==> config.mk <==
export PLATFORM = sky130hd
export DESIGN_NAME = sync_gen
export DESIGN_NICKNAME = d
export VERILOG_FILES = /design/src/rtl/sync_gen.sv
export SDC_FILE = /design/constraint.sdc
export NUM_CORES = 1
export LEC_CHECK = 0
export ABC_AREA = 1
export BUFFER_PORTS_ARGS = -buffer_cell sky130_fd_sc_hd__buf_2
export CORE_MARGIN = 2
export CORE_UTILIZATION = 40
export CTS_BUF_LIST = sky130_fd_sc_hd__clkbuf_16
export DETAILED_ROUTE_END_ITERATION = 8
export SLEW_MARGIN = 20
export SYNTH_ARGS = -nofsm -noshare
export SYNTH_HDL_FRONTEND = slang
export SYNTH_SLANG_ARGS = --single-unit
==> constraint.sdc <==
create_clock -name clk -period 3.1 [get_ports clk]
set_input_delay 0.31 -clock clk [delete_from_list [all_inputs] [get_ports clk]]
set_output_delay 0.31 -clock clk [all_outputs]
set_load 0.01 [all_outputs]
==> src/rtl/sync_gen.sv <==
// Periodic sync-pulse generator: armed by software, started by a trig rising edge, free-runs at a latched period.
// Latency: first sync one cycle after the sampled edge (three cycles from the pin with SYNC_GEN_TRIG_SYNC_EN).
// Backpressure: none; sync/dout/data_valid are one-cycle strobes that the consumer must take as they come.
module sync_gen #(
  parameter int DATA_WIDTH   = 32,
  parameter int PERIOD_WIDTH = 16
) (
  input  logic                    clk,
  input  logic                    rst,
  input  logic                    arm,
  input  logic                    stop,
  input  logic                    trig,
  input  logic [PERIOD_WIDTH-1:0] period,
  output logic                    sync,
  output logic [DATA_WIDTH-1:0]   dout,
  output logic                    data_valid,
  output logic                    running,
  output logic                    armed
);

  typedef enum logic [1:0] {
    ST_IDLE  = 2'd0,
    ST_ARMED = 2'd1,
    ST_RUN   = 2'd2
  } state_t;

  state_t                  r_state;
  logic [PERIOD_WIDTH-1:0] r_period;
  logic [PERIOD_WIDTH-1:0] r_cnt;
  logic                    r_trig_q;
  logic                    w_trig_s;
  logic                    w_edge;
  logic [PERIOD_WIDTH-1:0] w_period_clamp;

`ifdef SYNC_GEN_TRIG_SYNC_EN
  logic r_trig_meta;
  logic r_trig_sync;

  always_ff @(posedge clk or negedge rst) begin
    if (!rst) begin
      r_trig_meta <= 1'b0;
      r_trig_sync <= 1'b0;
    end else begin
      r_trig_meta <= trig;
      r_trig_sync <= r_trig_meta;
    end
  end

  assign w_trig_s = r_trig_sync;
`else
  assign w_trig_s = trig;
`endif

  assign w_edge         = w_trig_s & ~r_trig_q;
  // A period below 2 would let sync stay high on back-to-back cycles.
  assign w_period_clamp = (period < PERIOD_WIDTH'(2)) ? PERIOD_WIDTH'(2) : period;

  always_ff @(posedge clk or negedge rst) begin
    if (!rst) begin
      r_state    <= ST_IDLE;
      r_period   <= '0;
      r_cnt      <= '0;
      r_trig_q   <= 1'b0;
      sync       <= 1'b0;
      data_valid <= 1'b0;
      dout       <= '0;
      running    <= 1'b0;
      armed      <= 1'b0;
    end else begin
      r_trig_q   <= w_trig_s;
      sync       <= 1'b0;
      data_valid <= 1'b0;
      case (r_state)
        ST_IDLE: begin
          if (arm && !stop) begin
            r_period <= w_period_clamp;
            r_state  <= ST_ARMED;
            armed    <= 1'b1;
          end
        end
        ST_ARMED: begin
          if (stop) begin
            r_state <= ST_IDLE;
            armed   <= 1'b0;
          end else if (w_edge) begin
            // The first pulse is emitted on entry; the counter then times the rest.
            r_state    <= ST_RUN;
            armed      <= 1'b0;
            running    <= 1'b1;
            r_cnt      <= r_period - PERIOD_WIDTH'(1);
            sync       <= 1'b1;
            data_valid <= 1'b1;
            dout       <= '0;
          end
        end
        ST_RUN: begin
          if (stop) begin
            r_state <= ST_IDLE;
            running <= 1'b0;
          end else if (r_cnt == '0) begin
            r_cnt      <= r_period - PERIOD_WIDTH'(1);
            sync       <= 1'b1;
            data_valid <= 1'b1;
            dout       <= dout + DATA_WIDTH'(1);
          end else begin
            r_cnt <= r_cnt - PERIOD_WIDTH'(1);
          end
        end
        default: begin
          r_state <= ST_IDLE;
          running <= 1'b0;
          armed   <= 1'b0;
        end
      endcase
    end
  end

endmodule

==> results.md, run 1 <==
* Max Clk Rate at 441 MHz
* Setup CP Type: reg2reg
* Post-synth top area cell: dfrtp_1
* Initial Utilization at 40.7%
* P&R area growth vs syn at 16.3%
* Critical path cell sequence: inv_1 > ha_1 > buf_4 > nand2_2 > nand2_1 > buf_4 > nand2_1 > nand2_1 > o21ai_0
* Max-Slew Margin vs Limit at 61.1%
* Largest net degree at the start of global routing at 45
* WP data arrival at 2.50 ns
* Tcrit/Tclk final at 73.1%
* Total die area at 12400 µm²
* Outcome: finished clean
* Static Leak at 2.54 nW
* Row count at 39
* Vias in the first global route at 4433
* Clk slew on worst S/H paths at 0.06 ns
* Antenna violations before repair at 0
* Max Slew Vio Count at 0
* Seq pwr share at 34.0%
* Hold Fails Final Rpt at 0
* Setup TNS at 0 ns
* Vias at 4619
* GPL Wtd Cong at 0.856
* Multi-input logic area at 2540 µm²
* Synth warn at 0
* Dpl ws at 0.795 ns
* Startpoint Class: flop
* Flops & latches, synth at 70
* H-tree levels at 3
* Post-synthesis cell count at 710
* Register Area at 1750 µm²
* Final Cell Area at 5360 µm²
* # diodes at 0
* Total Power at 0.00406 W
* Register area share after synthesis at 38.0%
* Tightest Hold Check Type: in2reg
* Mapped cell area at 4610 µm²
* Slowest cell delay on critical path at 0.39 ns
* First-pass GRT wire length at 20600 µm
* Routed wire length at 12100 µm
* Mapped Nets at 738
* Clk_skew at 0.00886 ns
* Nets at 795
* Post-CTS Setup Bufs at 0
* Clk root buf: clkbuf_16
* Die height at 111 µm
* Grt ovf at 0
* Final hold slack at 0.0894 ns
* Drt via density at 5.05
* RSZ-0062 raised after global routing: false
* Hpwl dp at 9020 µm
* Fin crit period at 2.27 ns
* Psw at 0.00169 W
* Chip width at 111 µm
* Switch share at 41.7%
* Core area at 11300 µm²
* CP max stage cell: dfrtp_1
* Clk pwr share at 27.6%
* TritonCTS Buffers at 9
* Cell variety after synth at 32
* # clock sinks at 70
* WL/cell at 13.2 µm
* Slew @ Worst Pin at 0.584 ns
* Clock buffer depth at 2
* Worst vdd ir at 0.458 mV
* Crit. End Element: flop
* Req. time, crit path at 3.33 ns
* Port buffer count at 56
* Power Internal at 0.00236 W
* Crit path top cell by count: nand2_1
* Post-Place Cell Area at 5040 µm²
* Pwr Density at 757 nW/µm²
* DR iter-0 viols at 269
* Crit Path Max Fanout at 42
* Residual DRC at 0
* CTS tree: done
* Drt pass-1 iters at 4
* Post-synth top area share at 38.0%
* Finish-stage setup viols at 0
* Synth area leaders: dfrtp_1, nand2_1, nor2_1
* Comb pwr share at 38.5%
* Filler instances at 1201
* Clock latency on the worst-skew pair at 0.35 ns
* Post-route ant nets at 0
* Layout cells sized above 1 at 11.4%
* Total GRT Usage at 20.3%
* Ports at 57
* Syn_area_per_cell at 6.49 µm²
* Setup ws final at 0.833 ns
* Max-Cap Viols at 0
## flip-flops by register name, summed over array words and instances, names as in the netlist
| register | flops |
|---|---|
| r_cnt | 16 |
| dout | 32 |
| r_trig_q | 1 |
| data_valid | 1 |
| r_period | 16 |
| armed | 1 |
| running | 1 |
| r_state | 2 |
## placed cells by master (no fill, tap or decap), types with 2 or more instances in the layout
cell type  synthesis  routed
buf_2              5      56
buf_4              2       6
bufinv_16          0       2
clkbuf_16          0       9
clkinv_1           0       2
dfrtp_1           70      70
ha_1               7       7
inv_1             61      61
inv_2              3       3
nand2_1          269     269
nand3_1           70      70
nand3b_1           8       8
nand4_1           16      16
nor2_1           109     109
nor2_2             2       2
o211ai_1           3       3
o21ai_0           24      24
o21ai_1           15      15
o21bai_1           8       8
or2_2              3       3
xnor2_1            6       6
xor2_1             8       8
## critical path: cells and delay by family, from the launching register on
| family | cells | cell delay [ns] |
|---|---|---|
| adder cells (fa/ha/maj) | 1 | 0.19 |
| flip-flops | 1 | 0.39 |
| AO/OA/AOI/OAI | 1 | 0.07 |
| AND/OR/NAND/NOR | 4 | 0.61 |
| buffers and inverters | 3 | 0.84 |
## Yosys cell counts
cell      count
a211oi_1      1
a21boi_0      1
a21oi_4       1
a22oi_1       1
buf_1         1
buf_2         5
buf_4         2
clkbuf_1      9
dfrtp_1      70
ha_1          7
inv_1        61
inv_2         3
nand2_1     269
nand2_2       1
nand3_1      70
nand3b_1      8
nand4_1      16
nor2_1      109
nor2_2        2
nor2_4        1
nor3_1        1
nor3_2        1
nor4_1        1
o211ai_1      3
o21ai_0      24
o21ai_1      15
o21bai_1      8
o22ai_1       1
o31ai_1       1
or2_2         3
xnor2_1       6
xor2_1        8
## area by class of cell
type / count / share of cell area, %
Inverter: 64 / 4.48
Clock inverter: 7 / 1.66
Multi-Input combinational cell: 559 / 47.4
Timing Repair Buffer: 63 / 6.26
Clock buffer: 9 / 4.20
Sequential cell: 70 / 32.7
Tap cell: 143 / 3.34
## per-layer routing
layer  up-vias  wire (µm)  global-route usage, %
li1       2374          -                      -
met1      2133       5670                   27.0
met2       100       5570                   33.1
met3        12        688                   3.70
met4         0        163                   8.23
met5         -          0                      0
## worst paths after layout
check                                start      endpoint  slack, ns  cells past startpoint
worst max-delay path            r_state[0]     r_cnt[10]       0.83                      9
worst min-delay path                  trig      r_trig_q       0.09                      1
worst max register to register  r_state[0]     r_cnt[10]       0.83                      9
worst min register to register       armed         armed       0.50                      2
max in group asynchronous              rst  r_period[10]       2.10                      3
min in group asynchronous              rst      dout[14]       0.50                      3
## through the flow
step                utilization [%]  cells
floorplan                         -    710
global placement               44.5    898
detailed placement             44.5    898
CTS                            47.3    915
global route                   47.3    915
finish                         47.3    915
## power groups by stage
stage | combinational, W | clock, W | sequential [W]
6_report | 0.00156 | 0.00112 | 0.00138
5_1_grt | 0.00179 | 0.00119 | 0.00141
4_1_cts | 0.00158 | 0.00114 | 0.00138
3_5_place_dp | 0.00157 | 0 | 0.00139
3_3_place_gp | 0.00154 | 0 | 0.00139
2_1_floorplan | 0.00119 | 0 | 0.00134
## repair_timing
action / CTS / global route
resized for setup: 0 / 0
hold buffers: 1 / 0
hold endpoints to repair: 26 / 0
## logic make-up (layout without fill, tap and decap cells)
kind of cell               count (synthesis)  after routing  share of synthesized area (%)
buffers and inverters                     81            143                           6.89
and+or+nand+nor                          482            482                           43.4
adders and majority gates                  7              7                           1.90
AOI/OAI and AO/OA                         56             56                           7.17
xor gates and xnor gates                  14             14                           2.66
DFF                                       70             70                           38.0
(Power assumes the default switching activity.)
==> run 2, diff against run 1 <==
Clock period 3.1 ns to 2.1 ns, I/O delays scaled along.
==> run 2 against run 1 <==
Effect of this change:
- worst setup slack worse by 0.65 ns
- clock power is 33% higher
- global-route usage is 0.65 points higher
- sequential share of layout area is 0.35 points lower
- critical endpoint is now dout[0]
- largest cell class unchanged
- largest power group unchanged
- highest routed layer unchanged
==> results.md, run 2 (same netlist as run 1, synthesis figures left out) <==
* Switch share at 42.3%
* Setup ws final at 0.186 ns
* Max Clk Rate at 523 MHz
* Crit path buf inv count at 4
* # clock sinks at 70
* Pwr Density at 1100 nW/µm²
* Setup TNS at 0 ns
* Max reg flops at 32
* Clk slew on worst S/H paths at 0.06 ns
* Antenna violations before repair at 0
* Reg2reg setup slack at 0.19 ns
* Clock latency on the worst-skew pair at 0.34 ns
* Crit. End Element: flop
* Comb pwr share at 41.0%
* Drt pass-1 iters at 5
* Max-Slew Margin vs Limit at 66.7%
* Max-Cap Viols at 0
* Outcome: finished clean
* WL/cell at 13.4 µm
* Grt ovf at 0
* Setup CP Type: reg2reg
* Psw at 0.00253 W
* Slew @ Worst Pin at 0.498 ns
* Worst vdd ir at 0.513 mV
* Hold Fails Final Rpt at 0
* Vias at 4705
* Top Registers: dout x32, r_cnt x16, r_period x16
* Chip width at 111 µm
* Most common cell after layout, fill and taps aside: nand2_1
* Power Internal at 0.00345 W
* P&R area growth vs syn at 17.6%
* Largest net degree at the start of global routing at 71
* Static Leak at 2.57 nW
* Startpoint Class: flop
* Clk pwr share at 24.9%
* Initial Utilization at 40.7%
* WP data arrival at 2.18 ns
* Max Slew Vio Count at 0
* Clk root buf: clkbuf_16
* Most frequent cells in the layout: nand2_1, nor2_1, nand3_1, dfrtp_1, inv_1
* Slowest cell delay on critical path at 0.38 ns
* CTS tree: done
* Post-route ant nets at 0
* Core area at 11300 µm²
* Layout cells sized above 1 at 12.1%
* Nets at 801
* Req. time, crit path at 2.37 ns
* # diodes at 0
* Residual DRC at 0
* Crit Path Max Fanout at 19
* Die height at 111 µm
* Clk_skew at 0.00383 ns
* Total GRT Usage at 21.0%
* GPL Wtd Cong at 0.920
* Total die area at 12400 µm²
* Row count at 39
* Fin crit period at 1.91 ns
* Routed wire length at 12300 µm
* Clock buffer depth at 2
* Total Power at 0.00598 W
* Vias in the first global route at 4488
* Drt via density at 5.11
* H-tree levels at 3
* Critical path cell sequence: inv_1 > ha_2 > inv_2 > nor2_2 > nor2_1 > nor2_4 > inv_4 > a21oi_4 > buf_12 > nand3_1 > o21ai_1
* Dpl ws at 0.115 ns
* Hpwl dp at 9100 µm
* CP max stage cell: dfrtp_1
* Tightest Hold Check Type: in2reg
* Finish-stage setup viols at 0
* First-pass GRT wire length at 21000 µm
* Top reg by flops: dout
* TritonCTS Buffers at 9
* RSZ-0062 raised after global routing: false
* Tcrit/Tclk final at 91.1%
* DR iter-0 viols at 281
* Seq pwr share at 34.1%
* Crit path max-delay family: simple AND/OR/NAND/NOR gates
* Ports at 57
* Port buffer count at 56
## run 2: power groups by stage
stage          logic, W  registers, W  clock network (W)
2_1_floorplan   0.00176       0.00198                  0
3_3_place_gp    0.00235       0.00205                  0
3_5_place_dp    0.00239       0.00206                  0
4_1_cts         0.00240       0.00204            0.00153
5_1_grt         0.00282       0.00209            0.00159
6_report        0.00245       0.00204            0.00149
## run 2: worst paths after layout
check / startpoint / end / cells after the start
worst max-delay path: r_state[0] / dout[0] / 11
worst min-delay path: period[10] / r_period[10] / 3
worst max register to register: r_state[0] / dout[0] / 11
worst min register to register: armed / armed / 2
max in group asynchronous: rst / r_period[11] / 3
min in group asynchronous: rst / dout[14] / 3
## run 2: area by class of cell
| cell class | count | area (µm²) |
|---|---|---|
| Clock buffer | 9 | 225 |
| Clock inverter | 7 | 57.6 |
| Fill cell | 1173 | 5900 |
| Inverter | 64 | 243 |
| Multi-Input combinational cell | 559 | 2550 |
| Sequential cell | 70 | 1750 |
| Tap cell | 143 | 179 |
| Timing Repair Buffer | 69 | 415 |
## run 2: worst register-to-register path: cells and delay by family (launching register included)
family | cells | cell delay [ns]
simple gates | 4 | 0.51
buf+inv | 4 | 0.47
flops | 1 | 0.38
compound gates | 2 | 0.25
fa+ha+maj | 1 | 0.23
## run 2: metrics by stage
step / hold WS, ns / instances / util [%] / area (µm²)
after floorplan: -0.0856 / 710 / - / 4610
after global routing: 0.0979 / 921 / 47.9 / 5420
after detailed placement: 0.269 / 901 / 44.9 / 5080
final: 0.0843 / 921 / 47.9 / 5420
after CTS: 0.0737 / 919 / 47.6 / 5390
after global placement: 0.273 / 901 / 44.9 / 5080
## run 2: timing repair
item | CTS | global route
hold buffers | 2 | 0
setup buffers | 0 | 2
endpoints found under the hold margin | 71 | 0
gates resized for setup | 0 | 7
setup endpoints to repair | 0 | 21
## run 2: metal layers
layer | vias to the layer above | GRT usage [%] | routed length [µm]
met1 | 2148 | 27.4 | 5580
met3 | 28 | 4.08 | 718
met2 | 134 | 34.1 | 5670
met4 | 0 | 9.47 | 348
met5 | - | 0 | 0
li1 | 2395 | - | -
